$ cat src/rtl/approx_mul_error_monitor.sv
// Error-distance monitor for 8x8 approximate multipliers: recomputes the exact
// product and collects sum / max / count of |z - x*y| over a window of samples.
module approx_mul_error_monitor #(
    parameter int WINDOW = 65536,
    parameter int CNT_W  = 17,
    parameter int ACC_W  = 32
) (
    input  logic             clk,
    input  logic             rst,
    input  logic             start,
    input  logic             in_valid,
    output logic             in_ready,
    input  logic [7:0]       x,
    input  logic [7:0]       y,
    input  logic [15:0]      z,
    output logic             busy,
    output logic             done,
    output logic [ACC_W-1:0] sum_ed,
    output logic [15:0]      max_ed,
    output logic [CNT_W-1:0] err_cnt,
    output logic [CNT_W-1:0] sample_cnt
);

    typedef enum logic [1:0] {IDLE, RUN, DRAIN, DONE} state_t;

    localparam int EXT_W = ((ACC_W > 16) ? ACC_W : 16) + 1;
    localparam logic [ACC_W-1:0] ACC_MAX = {ACC_W{1'b1}};
    localparam logic [CNT_W-1:0] WIN_C   = CNT_W'(WINDOW);

    state_t           state_q, state_d;
    logic             in_ready_q, in_ready_d;
    logic             busy_q, busy_d;
    logic             done_q, done_d;
    logic [ACC_W-1:0] sum_ed_q, sum_ed_d;
    logic [15:0]      max_ed_q, max_ed_d;
    logic [CNT_W-1:0] err_cnt_q, err_cnt_d;
    logic [CNT_W-1:0] sample_cnt_q, sample_cnt_d;

    logic             vld_p1_q, vld_p1_d;
    logic [7:0]       x_p1_q, y_p1_q;
    logic [15:0]      z_p1_q;
    logic             vld_p2_q, vld_p2_d;
    logic [15:0]      ed_p2_q, ed_p2_d;
    logic [15:0]      exact;
    logic             accept;

    function automatic logic [15:0] abs_diff(input logic [15:0] a, input logic [15:0] b);
        return (a >= b) ? (a - b) : (b - a);
    endfunction

    // Widened add so a carry out of ACC_W bits pins the sum at all-ones.
    function automatic logic [ACC_W-1:0] sat_add(input logic [ACC_W-1:0] acc,
                                                 input logic [15:0] ed);
        logic [EXT_W-1:0] s;
        s = EXT_W'(acc) + EXT_W'(ed);
        if (s > EXT_W'(ACC_MAX)) return ACC_MAX;
        return s[ACC_W-1:0];
    endfunction

    always_comb begin
        accept   = in_valid & in_ready_q;
        exact    = 16'(x_p1_q) * 16'(y_p1_q);
        ed_p2_d  = abs_diff(z_p1_q, exact);
        vld_p1_d = accept;
        vld_p2_d = vld_p1_q;

        state_d      = state_q;
        sum_ed_d     = sum_ed_q;
        max_ed_d     = max_ed_q;
        err_cnt_d    = err_cnt_q;
        sample_cnt_d = sample_cnt_q;

        // Stage 3: fold the finished ED into the run statistics
        if (vld_p2_q) begin
            sum_ed_d = sat_add(sum_ed_q, ed_p2_q);
            if (ed_p2_q > max_ed_q) max_ed_d = ed_p2_q;
            if (ed_p2_q != 16'd0) err_cnt_d = err_cnt_q + CNT_W'(1);
        end

        case (state_q)
            IDLE: begin
                if (start) begin
                    sum_ed_d     = '0;
                    max_ed_d     = '0;
                    err_cnt_d    = '0;
                    sample_cnt_d = '0;
                    state_d      = RUN;
                end
            end
            RUN: begin
                if (accept) begin
                    sample_cnt_d = sample_cnt_q + CNT_W'(1);
                    if (sample_cnt_d == WIN_C) state_d = DRAIN;
                end
            end
            DRAIN: begin
                if (!vld_p1_q && !vld_p2_q) state_d = DONE;
            end
            DONE:    state_d = IDLE;
            default: state_d = IDLE;
        endcase

        in_ready_d = (state_d == RUN);
        busy_d     = (state_d == RUN) || (state_d == DRAIN);
        done_d     = (state_d == DONE);
    end

    always_ff @(posedge clk) begin
        if (rst) begin
            state_q      <= IDLE;
            in_ready_q   <= 1'b0;
            busy_q       <= 1'b0;
            done_q       <= 1'b0;
            sum_ed_q     <= '0;
            max_ed_q     <= '0;
            err_cnt_q    <= '0;
            sample_cnt_q <= '0;
            vld_p1_q     <= 1'b0;
            vld_p2_q     <= 1'b0;
        end else begin
            state_q      <= state_d;
            in_ready_q   <= in_ready_d;
            busy_q       <= busy_d;
            done_q       <= done_d;
            sum_ed_q     <= sum_ed_d;
            max_ed_q     <= max_ed_d;
            err_cnt_q    <= err_cnt_d;
            sample_cnt_q <= sample_cnt_d;
            vld_p1_q     <= vld_p1_d;
            vld_p2_q     <= vld_p2_d;
        end
    end

    // Stages 1 and 2 data path: qualified by the valids, so no reset needed
    always_ff @(posedge clk) begin
        x_p1_q  <= x;
        y_p1_q  <= y;
        z_p1_q  <= z;
        ed_p2_q <= ed_p2_d;
    end

    assign in_ready   = in_ready_q;
    assign busy       = busy_q;
    assign done       = done_q;
    assign sum_ed     = sum_ed_q;
    assign max_ed     = max_ed_q;
    assign err_cnt    = err_cnt_q;
    assign sample_cnt = sample_cnt_q;

endmodule

$ cat config.mk
export PLATFORM = sky130hd
export DESIGN_NAME = approx_mul_error_monitor
export DESIGN_NICKNAME = d
export VERILOG_FILES = /design/src/rtl/approx_mul_error_monitor.sv
export SDC_FILE = /design/constraint.sdc
export NUM_CORES = 1
export LEC_CHECK = 0
export ABC_AREA = 1
export CORE_MARGIN = 10
export CORE_UTILIZATION = 43
export DETAILED_ROUTE_END_ITERATION = 6
export HOLD_SLACK_MARGIN = 0.03
export PLACE_DENSITY_LB_ADDON = 0.1
export SYNTH_ARGS = -nofsm -noshare
export SYNTH_HDL_FRONTEND = slang
export SYNTH_SLANG_ARGS = --single-unit
$ cat constraint.sdc
create_clock -name clk -period 14.28 [get_ports clk]
set_clock_uncertainty 0.05 [all_clocks]
set_input_delay 2.856 -clock clk [delete_from_list [all_inputs] [get_ports clk]]
set_output_delay 2.856 -clock clk [all_outputs]
set_load 0.01 [all_outputs]
==> out/summary.log <==
[run_status] result of the run finished clean
[power] VDD IR-drop max 0.165 mV
[yosys] count of mapped cells out of synthesis 1,602
[floorplan] Die Y 180 µm
[floorplan] die area 32,300 µm²
[cts] hold-fix buffer count after cts 0
[detailed_routing] number of nets still failing antenna checks after routing 0
[yosys] dominant register cell in the synthesized netlist dfxtp_1
[yosys] share of flip-flops with an asynchronous set or reset 0%
[layout] area added between synthesis and finish 18.6%
[yosys] Netlist Area Pre-Place 11,000 µm²
[worst_setup_path] depth of the most critical reg-to-reg path 24
[worst_setup_path] Top Family by Delay on Critical Path adder cells
[cts] Root Buffer Master clkbuf_16
[worst_setup_path] cell count along the critical path 24
[detailed_routing] remaining routing DRC violations 0
[layout] most common library cell in the layout ignoring fill and taps nand2_1
[worst_setup_path] crit path max fanout 18
[yosys] area fraction of the dominant cell type after synthesis 25.0%
[timing] maximum achievable frequency 162 MHz
[floorplan] starting density of the core 43.7%
[placement] final RePlAce weighted congestion 0.909
[floorplan] horizontal die dimension 180 µm
[worst_setup_path] CP cell instances nand2_1 > fa_1 > fa_1 > inv_1 > fa_1 > inv_1 > fa_1 > inv_1 > ha_1 > inv_1 > nor3_1 > a21oi_1 > o21ai_0 > xor2_1 > inv_1 > ha_1 > nand2_1 > nor3_2 > nand4_1 > nand3_4 > inv_4 > nand2_1 > nand2_1 > xor2_1
[layout] net total in the final layout 1,875
[timing] Max-Slew Margin vs Limit 27.2%
[yosys] leading area contributor after synthesis dfxtp_1
[cts] PostCTS Resize Cnt 0
[grt] via count of the first global-routing pass 10,200
[layout] fraction of final layout cells sized beyond drive strength 1 4.85%
[grt] grt total ovfl 0
[worst_setup_path] slowest library cell on the worst path fa_1
[floorplan] core region area 25,100 µm²
[layout] commonest cells after routing, fill and taps aside 374 x nand2_1, 253 x inv_1, 167 x nor2_1
[cts] total clock buffers created by CTS 17
[timing] slew of the pin with the lowest slew margin 1.09 ns
[yosys] count of yosys warnings during synthesis 0
[yosys] count of flip-flops with a built-in enable after synthesis 0
[timing] final-report setup violation count 0
[cts] CTS Buffer Depth 2
[timing] fraction of the cycle the final worst path needs 43.3%
[yosys] Unique masters post-synth 48
[power] relative contribution of combinational cells to total power 54.9%
[power] Leak 6.06 nW
[timing] setup repair after global routing missed its margin no
[hold_path] number of cells on the worst hold path 2
[power] Flop pwr share 22.8%
[layout] Antenna diodes 0
[yosys] count of state elements after synthesis 137
[placement] number of port buffers 120
[yosys] cell types occupying the most area after synthesis dfxtp_1 25%, nand2_1 13%, ha_1 12%
[hold_path] worst hold path type flip-flop to flip-flop
[power] switching component of the power 0.956 mW
[floorplan] I/O Pins 121
[yosys] net count after synthesis 1,780
[timing] total negative slack for setup checks 0 ns
[worst_setup_path] startpoint types flip-flop
[grt] maximum number of pins on one net before global-route repair 75
[cts] TritonCTS clock tree done
[power] Internal Dissipation 1.11 mW
[power] power density normalized to cell area 159 nW/µm²
[cts] total clock sinks 137
[floorplan] Placement Rows 58
[yosys] mean area per synthesized cell 6.84 µm²
[layout] Post-Route Utilization 51.8%
[timing] final slew viol count 0
[power] relative contribution of the clock network to total power 22.2%
[power] switching portion of total power 46.2%
[worst_setup_path] required time reported for the critical path endpoint 14.53 ns
[cts] Clk Latency, worst-skew pair 0.43 ns
[worst_setup_path] max incr delay on CP 0.56 ns
[detailed_routing] iteration count of the initial detailed-routing pass 5
[grt] number of antenna violations at the first check in global routing 0
[cts] clock transition at the registers of the reported paths 0.07 ns
[worst_setup_path] cell repeated most along the worst path inv_1
[worst_setup_path] Critical Path Sink Type flip-flop
[worst_setup_path] WP data arrival 6.43 ns
[cts] H-Tree Depth 4
[detailed_routing] final WL 29,700 µm
[timing] count of final hold-check violations 0
[timing] Final min period 6.18 ns
[detailed_routing] number of DRC violations after detailed-routing iteration 0 708
[worst_setup_path] Critical path buffers and inverters 6
[timing] Fin Hold WS 0.372 ns
[power] Final Power 2.07 mW
[grt] wire length of the first global-routing pass 50,300 µm
[yosys] share of synthesized area occupied by flip-flops and latches 25.0%
[grt] global router's overall resource usage 18.3%
[cts] Setup Buffers After CTS 0
[detailed_routing] vias per cell 5.08
[detailed_routing] detailed-route via count 10,400
[worst_setup_path] Worst Path Class, Setup flip-flop to flip-flop
[detailed_routing] Avg WL per Cell 14.6 µm
[run] max cap viols 0
[placement] total half-perimeter wirelength after legalization and detailed placement 23,400 µm
## area by class of cell
cell class	count	area [µm²]
fill	2565	12100
multi-input combinational	1154	7010
sequential	137	2740
timing repair buffer	124	1230
inverter	263	990
clock buffer	21	470
tap	330	413
clock inverter	11	136
## final timing paths
path | start | end | slack, ns
max | y_p1_q[7] | ed_p2_q[3] | 8.10
min | vld_p1_q | vld_p2_q | 0.37
max reg2reg | y_p1_q[7] | ed_p2_q[3] | 8.10
min reg2reg | vld_p1_q | vld_p2_q | 0.37
## logic make-up (layout without fill, tap and decap cells)
logic type / after synthesis / in the layout / synth area share, %
buffers and inverters: 311 / 419 / 11.0
xor gates and xnor gates: 60 / 60 / 4.86
DFF: 137 / 137 / 25.0
and+or+nand+nor: 704 / 704 / 27.6
AOI/OAI and AO/OA: 248 / 248 / 12.6
adders and majority gates: 142 / 142 / 18.9
## power groups by stage
stage / logic, mW / registers, mW / clock network, mW
2_1_floorplan: 0.865 / 0.457 / 0
3_3_place_gp: 1.14 / 0.480 / 0
3_5_place_dp: 1.13 / 0.481 / 0
4_1_cts: 1.14 / 0.472 / 0.467
5_1_grt: 1.29 / 0.477 / 0.483
6_report: 1.14 / 0.472 / 0.459
## synth_stat cells, drive strengths merged, types with 2 or more instances
cell,instances
xor2,39
dfxtp,137
ha,103
a21oi,106
o21ai,82
nand3,72
nor4,7
a211oi,5
inv,261
and2,2
nand3b,5
xnor2,21
o21bai,22
fa,39
o21a,3
nand4,25
nor2,178
buf,12
o211ai,9
clkinv,2
a31oi,13
nor3,20
a21o,3
or2,10
nand2,384
clkbuf,36
o2111ai,2
## registers in the layout (all words and copies together), names as in the netlist
| register | count |
|---|---|
| busy | 1 |
| done | 1 |
| ed_p2_q | 16 |
| err_cnt | 17 |
| in_ready | 1 |
| max_ed | 16 |
| sample_cnt | 17 |
| state_q | 2 |
| sum_ed | 32 |
| vld_p1_q | 1 |
| vld_p2_q | 1 |
| x_p1_q | 8 |
| y_p1_q | 8 |
| z_p1_q | 16 |
## tightest hold or removal path, stage by stage (launching register included)
cell and delay, ns:
dfxtp_1 0.30, inv_1 0.06, nor2_1 0.04
## through the flow
stage / setup slack (ns) / std cells / area, µm²
2_1_floorplan: 8.72 / 1602 / 11000
3_3_place_gp: 8.31 / 2008 / 12400
3_5_place_dp: 8.15 / 2008 / 12400
4_1_cts: 8.11 / 2040 / 13000
5_1_grt: 7.61 / 2040 / 13000
6_report: 8.10 / 2040 / 13000
## per-layer routing
| metal | part of all wire, % | GRT usage (%) | vias up |
|---|---|---|---|
| met1 | 45 | 22.6 | 4778 |
| li1 | - | - | 5277 |
| met2 | 49 | 32.2 | 266 |
| met5 | 0 | 0 | - |
| met3 | 4.5 | 2.83 | 34 |
| met4 | 1.7 | 5.23 | 0 |
(Power assumes the default switching activity.)
